--- src/rtl/shift_pipe_if.sv ---
// Handshake bundle for the pipelined barrel shifter/rotator.
// The master drives operands and accepts results; the slave is the shifter.
interface shift_pipe_if #(
    parameter int WIDTH = 16
);
    localparam int SHW = $clog2(WIDTH);

    logic             in_valid;
    logic             in_ready;
    logic [WIDTH-1:0] in_data;
    logic [SHW-1:0]   in_shamt;
    logic [2:0]       in_mode;

    logic             out_valid;
    logic             out_ready;
    logic [WIDTH-1:0] out_data;
    logic             out_carry;
    logic             out_zero;
    logic             out_err;

    modport master (
        output in_valid, in_data, in_shamt, in_mode, out_ready,
        input  in_ready, out_valid, out_data, out_carry, out_zero, out_err
    );

    modport slave (
        input  in_valid, in_data, in_shamt, in_mode, out_ready,
        output in_ready, out_valid, out_data, out_carry, out_zero, out_err
    );
endinterface

--- src/rtl/shift_pipe.sv ---
// Pipelined barrel shifter/rotator: one register stage per shift-amount bit,
// LSB first. Every stage advances together on a single global enable, so a
// stalled output freezes the whole pipe (bubbles included) in place.
module shift_pipe #(
    parameter int WIDTH = 16
) (
    input  logic        clk,
    input  logic        rst,
    shift_pipe_if.slave bus
);
    localparam int SHW = $clog2(WIDTH);

    localparam logic [2:0] MODE_LSL = 3'b000;
    localparam logic [2:0] MODE_LSR = 3'b001;
    localparam logic [2:0] MODE_ASL = 3'b010;
    localparam logic [2:0] MODE_ASR = 3'b011;
    localparam logic [2:0] MODE_ROL = 3'b100;
    localparam logic [2:0] MODE_ROR = 3'b101;

    logic             adv;
    logic             entry_illegal;
    logic [WIDTH-1:0] entry_data;

    // Illegal modes (11x) enter the pipe with zeroed data and the error flag set
    always_comb begin
        entry_illegal = bus.in_mode[2] & bus.in_mode[1];
        entry_data    = entry_illegal ? '0 : bus.in_data;
    end

    genvar gi;
    generate
        for (gi = 0; gi < SHW; gi++) begin : stg
            localparam int SH = 1 << gi;

            // Stage inputs (from the bus for stage 0, else from the previous stage)
            logic             valid_i;
            logic [WIDTH-1:0] data_i;
            logic [SHW-1:0]   shamt_i;
            logic [2:0]       mode_i;
            logic             carry_i;
            logic             err_i;

            logic             valid_d, valid_q;
            logic [WIDTH-1:0] data_d,  data_q;
            logic [SHW-1:0]   shamt_d, shamt_q;
            logic [2:0]       mode_d,  mode_q;
            logic             carry_d, carry_q;
            logic             err_d,   err_q;

            if (gi == 0) begin : g_src
                assign valid_i = bus.in_valid;
                assign data_i  = entry_data;
                assign shamt_i = bus.in_shamt;
                assign mode_i  = bus.in_mode;
                assign carry_i = 1'b0;
                assign err_i   = entry_illegal;
            end else begin : g_src
                assign valid_i = stg[gi-1].valid_q;
                assign data_i  = stg[gi-1].data_q;
                assign shamt_i = stg[gi-1].shamt_q;
                assign mode_i  = stg[gi-1].mode_q;
                assign carry_i = stg[gi-1].carry_q;
                assign err_i   = stg[gi-1].err_q;
            end

            // Conditional shift by 2^gi; the carry is overwritten only when this stage shifts
            always_comb begin
                valid_d = valid_i;
                data_d  = data_i;
                shamt_d = shamt_i;
                mode_d  = mode_i;
                carry_d = carry_i;
                err_d   = err_i;
                if (shamt_i[gi] && !err_i) begin
                    case (mode_i)
                        MODE_LSL, MODE_ASL: begin
                            data_d  = data_i << SH;
                            carry_d = data_i[WIDTH-SH];
                        end
                        MODE_LSR: begin
                            data_d  = data_i >> SH;
                            carry_d = data_i[SH-1];
                        end
                        MODE_ASR: begin
                            // MSB of the stage input is still the original sign bit
                            data_d  = WIDTH'($signed(data_i) >>> SH);
                            carry_d = data_i[SH-1];
                        end
                        MODE_ROL: begin
                            data_d  = (data_i << SH) | (data_i >> (WIDTH - SH));
                            carry_d = data_d[0];
                        end
                        MODE_ROR: begin
                            data_d  = (data_i >> SH) | (data_i << (WIDTH - SH));
                            carry_d = data_d[WIDTH-1];
                        end
                        default: begin
                            data_d  = data_i;
                            carry_d = carry_i;
                        end
                    endcase
                end
            end

            // Stage register: loads only on the global advance enable
            always_ff @(posedge clk or posedge rst) begin
                if (rst) begin
                    valid_q <= 1'b0;
                    data_q  <= '0;
                    shamt_q <= '0;
                    mode_q  <= '0;
                    carry_q <= 1'b0;
                    err_q   <= 1'b0;
                end else if (adv) begin
                    valid_q <= valid_d;
                    data_q  <= data_d;
                    shamt_q <= shamt_d;
                    mode_q  <= mode_d;
                    carry_q <= carry_d;
                    err_q   <= err_d;
                end
            end
        end
    endgenerate

    // The last stage's shift amount and mode are not needed past the pipe
    logic unused_tail;
    assign unused_tail = ^{stg[SHW-1].shamt_q, stg[SHW-1].mode_q};

    // Advance whenever the output slot is empty or being consumed
    always_comb begin
        adv           = ~stg[SHW-1].valid_q | bus.out_ready;
        bus.in_ready  = adv;
        bus.out_valid = stg[SHW-1].valid_q;
        bus.out_data  = stg[SHW-1].data_q;
        bus.out_carry = stg[SHW-1].carry_q;
        bus.out_err   = stg[SHW-1].err_q;
        bus.out_zero  = (stg[SHW-1].data_q == '0);
    end
endmodule

--- src/flat_wrapper.sv ---
// flat-port wrapper written by rule: the top's interface ports become plain ports
module shift_pipe_flat 
#(
    parameter int WIDTH = 16
)
  (clk, rst, bus_in_valid, bus_in_data, bus_in_shamt, bus_in_mode, bus_out_ready, bus_in_ready, bus_out_valid, bus_out_data, bus_out_carry, bus_out_zero, bus_out_err);
  shift_pipe_if #(.WIDTH(WIDTH)) bus_i ();
  input  logic clk;
  input  logic rst;
  input wire logic [$bits(bus_i.in_valid)-1:0] bus_in_valid;
  input wire logic [$bits(bus_i.in_data)-1:0] bus_in_data;
  input wire logic [$bits(bus_i.in_shamt)-1:0] bus_in_shamt;
  input wire logic [$bits(bus_i.in_mode)-1:0] bus_in_mode;
  input wire logic [$bits(bus_i.out_ready)-1:0] bus_out_ready;
  output wire logic [$bits(bus_i.in_ready)-1:0] bus_in_ready;
  output wire logic [$bits(bus_i.out_valid)-1:0] bus_out_valid;
  output wire logic [$bits(bus_i.out_data)-1:0] bus_out_data;
  output wire logic [$bits(bus_i.out_carry)-1:0] bus_out_carry;
  output wire logic [$bits(bus_i.out_zero)-1:0] bus_out_zero;
  output wire logic [$bits(bus_i.out_err)-1:0] bus_out_err;
  assign bus_i.in_valid = bus_in_valid;
  assign bus_i.in_data = bus_in_data;
  assign bus_i.in_shamt = bus_in_shamt;
  assign bus_i.in_mode = bus_in_mode;
  assign bus_i.out_ready = bus_out_ready;
  assign bus_in_ready = bus_i.in_ready;
  assign bus_out_valid = bus_i.out_valid;
  assign bus_out_data = bus_i.out_data;
  assign bus_out_carry = bus_i.out_carry;
  assign bus_out_zero = bus_i.out_zero;
  assign bus_out_err = bus_i.out_err;
  shift_pipe #(.WIDTH(WIDTH)) u_core (.clk(clk), .rst(rst), .bus(bus_i));
endmodule
--- config.mk ---
export PLATFORM = sky130hd
export DESIGN_NAME = shift_pipe_flat
export DESIGN_NICKNAME = d
export VERILOG_FILES = /design/src/rtl/shift_pipe_if.sv /design/src/rtl/shift_pipe.sv /design/src/flat_wrapper.sv
export SDC_FILE = /design/constraint.sdc
export NUM_CORES = 1
export LEC_CHECK = 0
export ABC_CLOCK_PERIOD_IN_PS = 2540
export BUFFER_PORTS_ARGS = -buffer_cell sky130_fd_sc_hd__buf_2
export CAP_MARGIN = 20
export CORE_UTILIZATION = 50
export CTS_BUF_LIST = sky130_fd_sc_hd__clkbuf_16
export DETAILED_ROUTE_END_ITERATION = 16
export GPL_TIMING_DRIVEN = 0
export PLACE_DENSITY = 0.72
export SKIP_CTS_REPAIR_TIMING = 1
export SLEW_MARGIN = 10
export SYNTH_ARGS = -nofsm -noshare
export SYNTH_HDL_FRONTEND = slang
export SYNTH_SLANG_ARGS = --single-unit
--- constraint.sdc ---
create_clock -name clk -period 2.54 [get_ports clk]
set_input_delay 0.127 -clock clk [delete_from_list [all_inputs] [get_ports clk]]
set_output_delay 0.127 -clock clk [all_outputs]
set_load 0.05 [all_outputs]
# Word-level counts from Yosys, hierarchy flattened
# Cells that the tools add are included.
# word_totals
reg_bits,97
input_bits,27
output_inout_bits,21
# classes
eq_ne,20
n_mux,17
bitwise,10
n_reduce_logical,22
# ops
operator,n
16-bit one-hot mux with 5 select lines,3
16-bit two-way mux,5
16-bit one-hot mux with 4 select lines,1
3-bit by 2-bit == test with 1-bit output (second input constant),8
3-bit == test (second input constant),8
2-bit OR reduction,9
16-bit logical NOT,1
12-bit by 16-bit OR with 16-bit output,1
14-bit by 16-bit OR with 16-bit output,1
15-bit by 16-bit OR with 16-bit output,1
16-bit by 1-bit OR with 16-bit output,1
16-bit by 2-bit OR with 16-bit output,1
16-bit by 4-bit OR with 16-bit output,1
16-bit by 8-bit OR with 16-bit output,1
1-bit one-hot mux with 4 select lines,4
3-bit by 1-bit == test with 1-bit output (second input constant),4
3-bit logical NOT,4
1-bit logical AND,4
1-bit logical NOT,4
1-bit two-way mux,4
1-bit AND,1
1-bit inverter,1
1-bit OR,1

# Longest topological paths before layout
# depth
word_depth,5
depth_mapped,6

# Least setup slack after synthesis
# No wires, ideal clock.
# synth_timing
path_type,register to register
startpoint,"reg u_core.stg[3].valid_q, in the netlist u_core.bus.out_valid"
endpoint,reg u_core.stg[0].mode_q[0]
setup_time_ps,67
arrival_time_ps,1837
setup_slack_ps,636
path_stages_with_launch,7
cell_sequence,dfrtp_1 nor2b_1 inv_1 buf_2 clkbuf_1 nand2_1 nand2_1
# synth_via
elab_chain_cells,2
# synth_lines
item,line,rtl
from (decl),shift_pipe.sv:43,"logic valid_d, valid_q;"
from (signal assigned),shift_pipe.sv:115,valid_q <= valid_d;
1-bit inverter,shift_pipe.sv:132,adv = ~stg[SHW-1].valid_q | bus.out_ready;
1-bit OR,shift_pipe.sv:132,
via bus_in_ready,flat_wrapper.sv:15,output wire logic [$bits(bus_i.in_ready)-1:0] bus_in_ready;
to (signal assigned),shift_pipe.sv:118,mode_q <= mode_d;
to (decl),shift_pipe.sv:46,"logic [2:0] mode_d, mode_q;"
# The timed path passes the listed nets, and every way through them passes these cells.
# A chain may end at the register's enable or synchronous reset.

# Worst setup path in the final report
# layout_timing
startpoint,"reg u_core.stg[3].valid_q, in the netlist u_core.bus.out_valid"
endpoint,out bus_in_ready
# layout_via
elab_chain_cells,2
# layout_lines
item,line
1-bit inverter,shift_pipe.sv:132
1-bit OR,shift_pipe.sv:132
to (decl),flat_wrapper.sv:15
# No other way between the ends.

==> metrics.cfg <==
[timing]
worst_pin_slew_ns = 0.606
setup_viol_count_final = 0
fin_crit_ns = 2.08
max_freq_ghz = 0.482
clock_skew_ns = 0.0103
setup_slack_ns = 0.465
finalHoldViolations = 2
max-slew-margin-rel = 0.584
rsz0062_at_grt = no
drv_slew = 0
hold_ws_ns = -0.0234
fin_crit_sh = 0.817

[logic_synthesis]
synth_area_per_cell_um2 = 8.64
synth_edf_count = 0
async_flop_share = 1.00
synth.top_cell.area_share = 0.484
syn_inst = 544
ys_ff_latch = 91
ys_warn_count = 0
synth-seq-area-share = 0.484
yosys_most_used_dff = dfrtp_1
synthTopCellsByArea = dfrtp_1 48%, nand2_1 12%, o21ai_0 8.3%
yosysUniqueCellTypes = 40
post_synth_instance_area_um2 = 4700
yosysTopAreaCell = dfrtp_1
syn_nets = 571

[clocking]
clock_path_buffers = 2
path_clk_slew_ns = 0.07
cts_buffers = 9
root_buffer = clkbuf_16
cts.sinks = 91
htree_levels = 3
worst_skew_pair.late_latency_ns = 0.34
cts_tree = built

[worst_setup_path]
reg2reg_from = u_core.stg[1].mode_q[2]
cp.required_ns = 2.41
path_class = flop to output pin
crit_path_start_kind = flop
critPathMaxFanout = 10
startpoint = u_core.bus.out_valid
critPathArrivalTime_ns = 1.95
cp-end-kind = output pin

[floorplanning]
core_area_um2 = 9150
die_h_um = 99.0
start_util = 0.514
die_w_um = 99.0
std_cell_rows = 35
dieArea_um2 = 9790
num_io_pins = 48

[cells_and_area]
layout.nets = 633
num_antenna_cells = 0
drive_gt1_frac = 0.152
final_cell_area_um2 = 5450
utilization = 0.595
fillers = 830
synthToLayoutAreaGrowth_pct = 15.9
fin_cells = 721

[global_routing]
grt_pass1_wl_mm = 20.4
grt_max_degree = 63
use_met1 = 0.325
antenna_found_initial = 0
grt.total_usage = 0.268
grt_overflow_total = 0
busiest_layer = met2
grtUsageMet3 = 0.0397
met2_usage = 0.469
grt_pass1_vias = 4071

[place]
gp_congestion = 0.955
placedCellCount = 703
placed_area_um2 = 5100
hpwl_mm = 9.12
pre_cts_ws_ns = 0.820
io_buffer_count = 47

[drt]
routedWlPerCell_um = 16.9
drt_iter0_drc = 206
drc_errors = 0
postRouteAntennaNets = 0
via_per_inst = 5.86
drt_wl_total_mm = 12.2
firstDrtPassIters = 4
vias = 4228

[power]
p_leak_nw = 2.53
irDropWorstVdd_mv = 0.477
p_total_mw = 7.29
power_density_nw_per_um2 = 1340

[min_path]
worstHoldStart = bus_in_valid
hold_class = input port to flop

[run_status]
violations = negative hold slack
status = complete, but fails checks

[job]
max_cap_viol_count = 0

-- final timing paths --
| kind | to | slack, ns | cells after the start |
|---|---|---|---|
| worst max-delay path | bus_in_ready | 0.46 | 5 |
| worst min-delay path | u_core.stg[0].valid_q | -0.02 | 3 |
| worst max register to register | u_core.stg[2].data_q[9] | 0.78 | 6 |
| worst min register to register | u_core.stg[0].shamt_q[1] | 0.47 | 2 |
| max in group asynchronous | u_core.stg[2].data_q[13] | 1.60 | 4 |
| min in group asynchronous | u_core.stg[0].shamt_q[3] | 0.32 | 3 |
-- where the power goes --
group,total (mW),leakage [nW],switching [mW],internal (mW)
logic,3.11,1.26,2.05,1.06
clock network,1.44,0.154,0.575,0.861
registers,2.74,1.12,0.654,2.09
total,7.29,2.53,3.28,4.00
-- cells by family (layout without fill, tap and decap cells) --
kind of cell           Yosys count  in the layout  synth area share
muxes                           26             26            0.0556
AOI/OAI and AO/OA              165            165             0.217
and+or+nand+nor                222            222             0.203
buffers and inverters           40            106            0.0397
DFF                             91             91             0.484
-- layer usage --
| layer | vias to the layer above | part of all wire |
|---|---|---|
| li1 | 2039 | - |
| met1 | 2015 | 0.42 |
| met2 | 145 | 0.50 |
| met3 | 29 | 0.044 |
| met4 | 0 | 0.033 |
| met5 | - | 0 |
-- final cells by class --
type	instances	area [um^2]	area share
inverters	2	10.0	0.00184
repair buffers	51	293	0.0537
plain buffers	38	179	0.0328
multi-input cells	413	2240	0.410
well taps	111	139	0.0255
clock inverters	6	90.1	0.0165
flip-flops and latches	91	2280	0.418
clock buffers	9	225	0.0413
-- cells in the final DEF (no fill, tap or decap), drive strengths merged --
cell,n
nand4,2
dlygate4sd3,3
a21oi,24
and3,4
a31oi,1
mux2i,25
nor4bb,2
a2111oi,1
nand2,156
nand4b,3
inv,3
and3b,1
nor2b,3
clkinv,3
a22o,2
buf,72
a22oi,1
nor3,10
nor4,4
and4,1
a21boi,1
dfrtp,91
nor2,25
or2,1
and2,2
bufinv,2
o21ai,89
a311oi,2
a211oi,11
and4b,1
nand3b,1
mux2,1
a21o,11
a221oi,22
nand2b,6
clkbuf,23
-- synth_stat cells (2+ instances only) --
cell type and instances:
a211oi_1 11, a21o_1 11, a21oi_1 22, a21oi_2 2, a221oi_1 22, a22o_1 2, and2_4 2, and3_1 4
buf_1 2, buf_2 20, clkbuf_1 14, dfrtp_1 91, inv_1 2, mux2i_1 25, nand2_1 156, nand2b_1 6
nand4_1 2, nand4b_1 3, nor2_1 24, nor2b_1 3, nor3_1 10, nor4_1 4, nor4bb_1 2, o21ai_0 78
o21ai_1 11
-- critical path, stage by stage (launching register included) --
cell and delay [ns]:
dfrtp_1 0.37, nor2b_1 0.16, inv_1 0.12, buf_2 0.24, clkbuf_1 0.36, buf_2 0.35
-- registers in the layout (all words and copies together), names as in the netlist --
| name | flops |
|---|---|
| u_core.stg.carry_q | 3 |
| u_core.bus.out_err | 1 |
| u_core.bus.out_valid | 1 |
| u_core.stg.valid_q | 3 |
| u_core.bus.out_data | 16 |
| u_core.stg.mode_q | 9 |
| u_core.stg.shamt_q | 6 |
| u_core.stg.err_q | 3 |
| u_core.stg.data_q | 48 |
| u_core.bus.out_carry | 1 |
-- through the flow --
| step | TNS (ns) | hold slack [ns] |
|---|---|---|
| 2_1_floorplan | 0 | 0.239 |
| 3_3_place_gp | -78.23 | 0.325 |
| 3_5_place_dp | 0 | 0.142 |
| 4_1_cts | 0 | -0.222 |
| 5_1_grt | 0 | 0.00698 |
| 6_report | 0 | -0.0234 |
(Power assumes the default switching activity.)
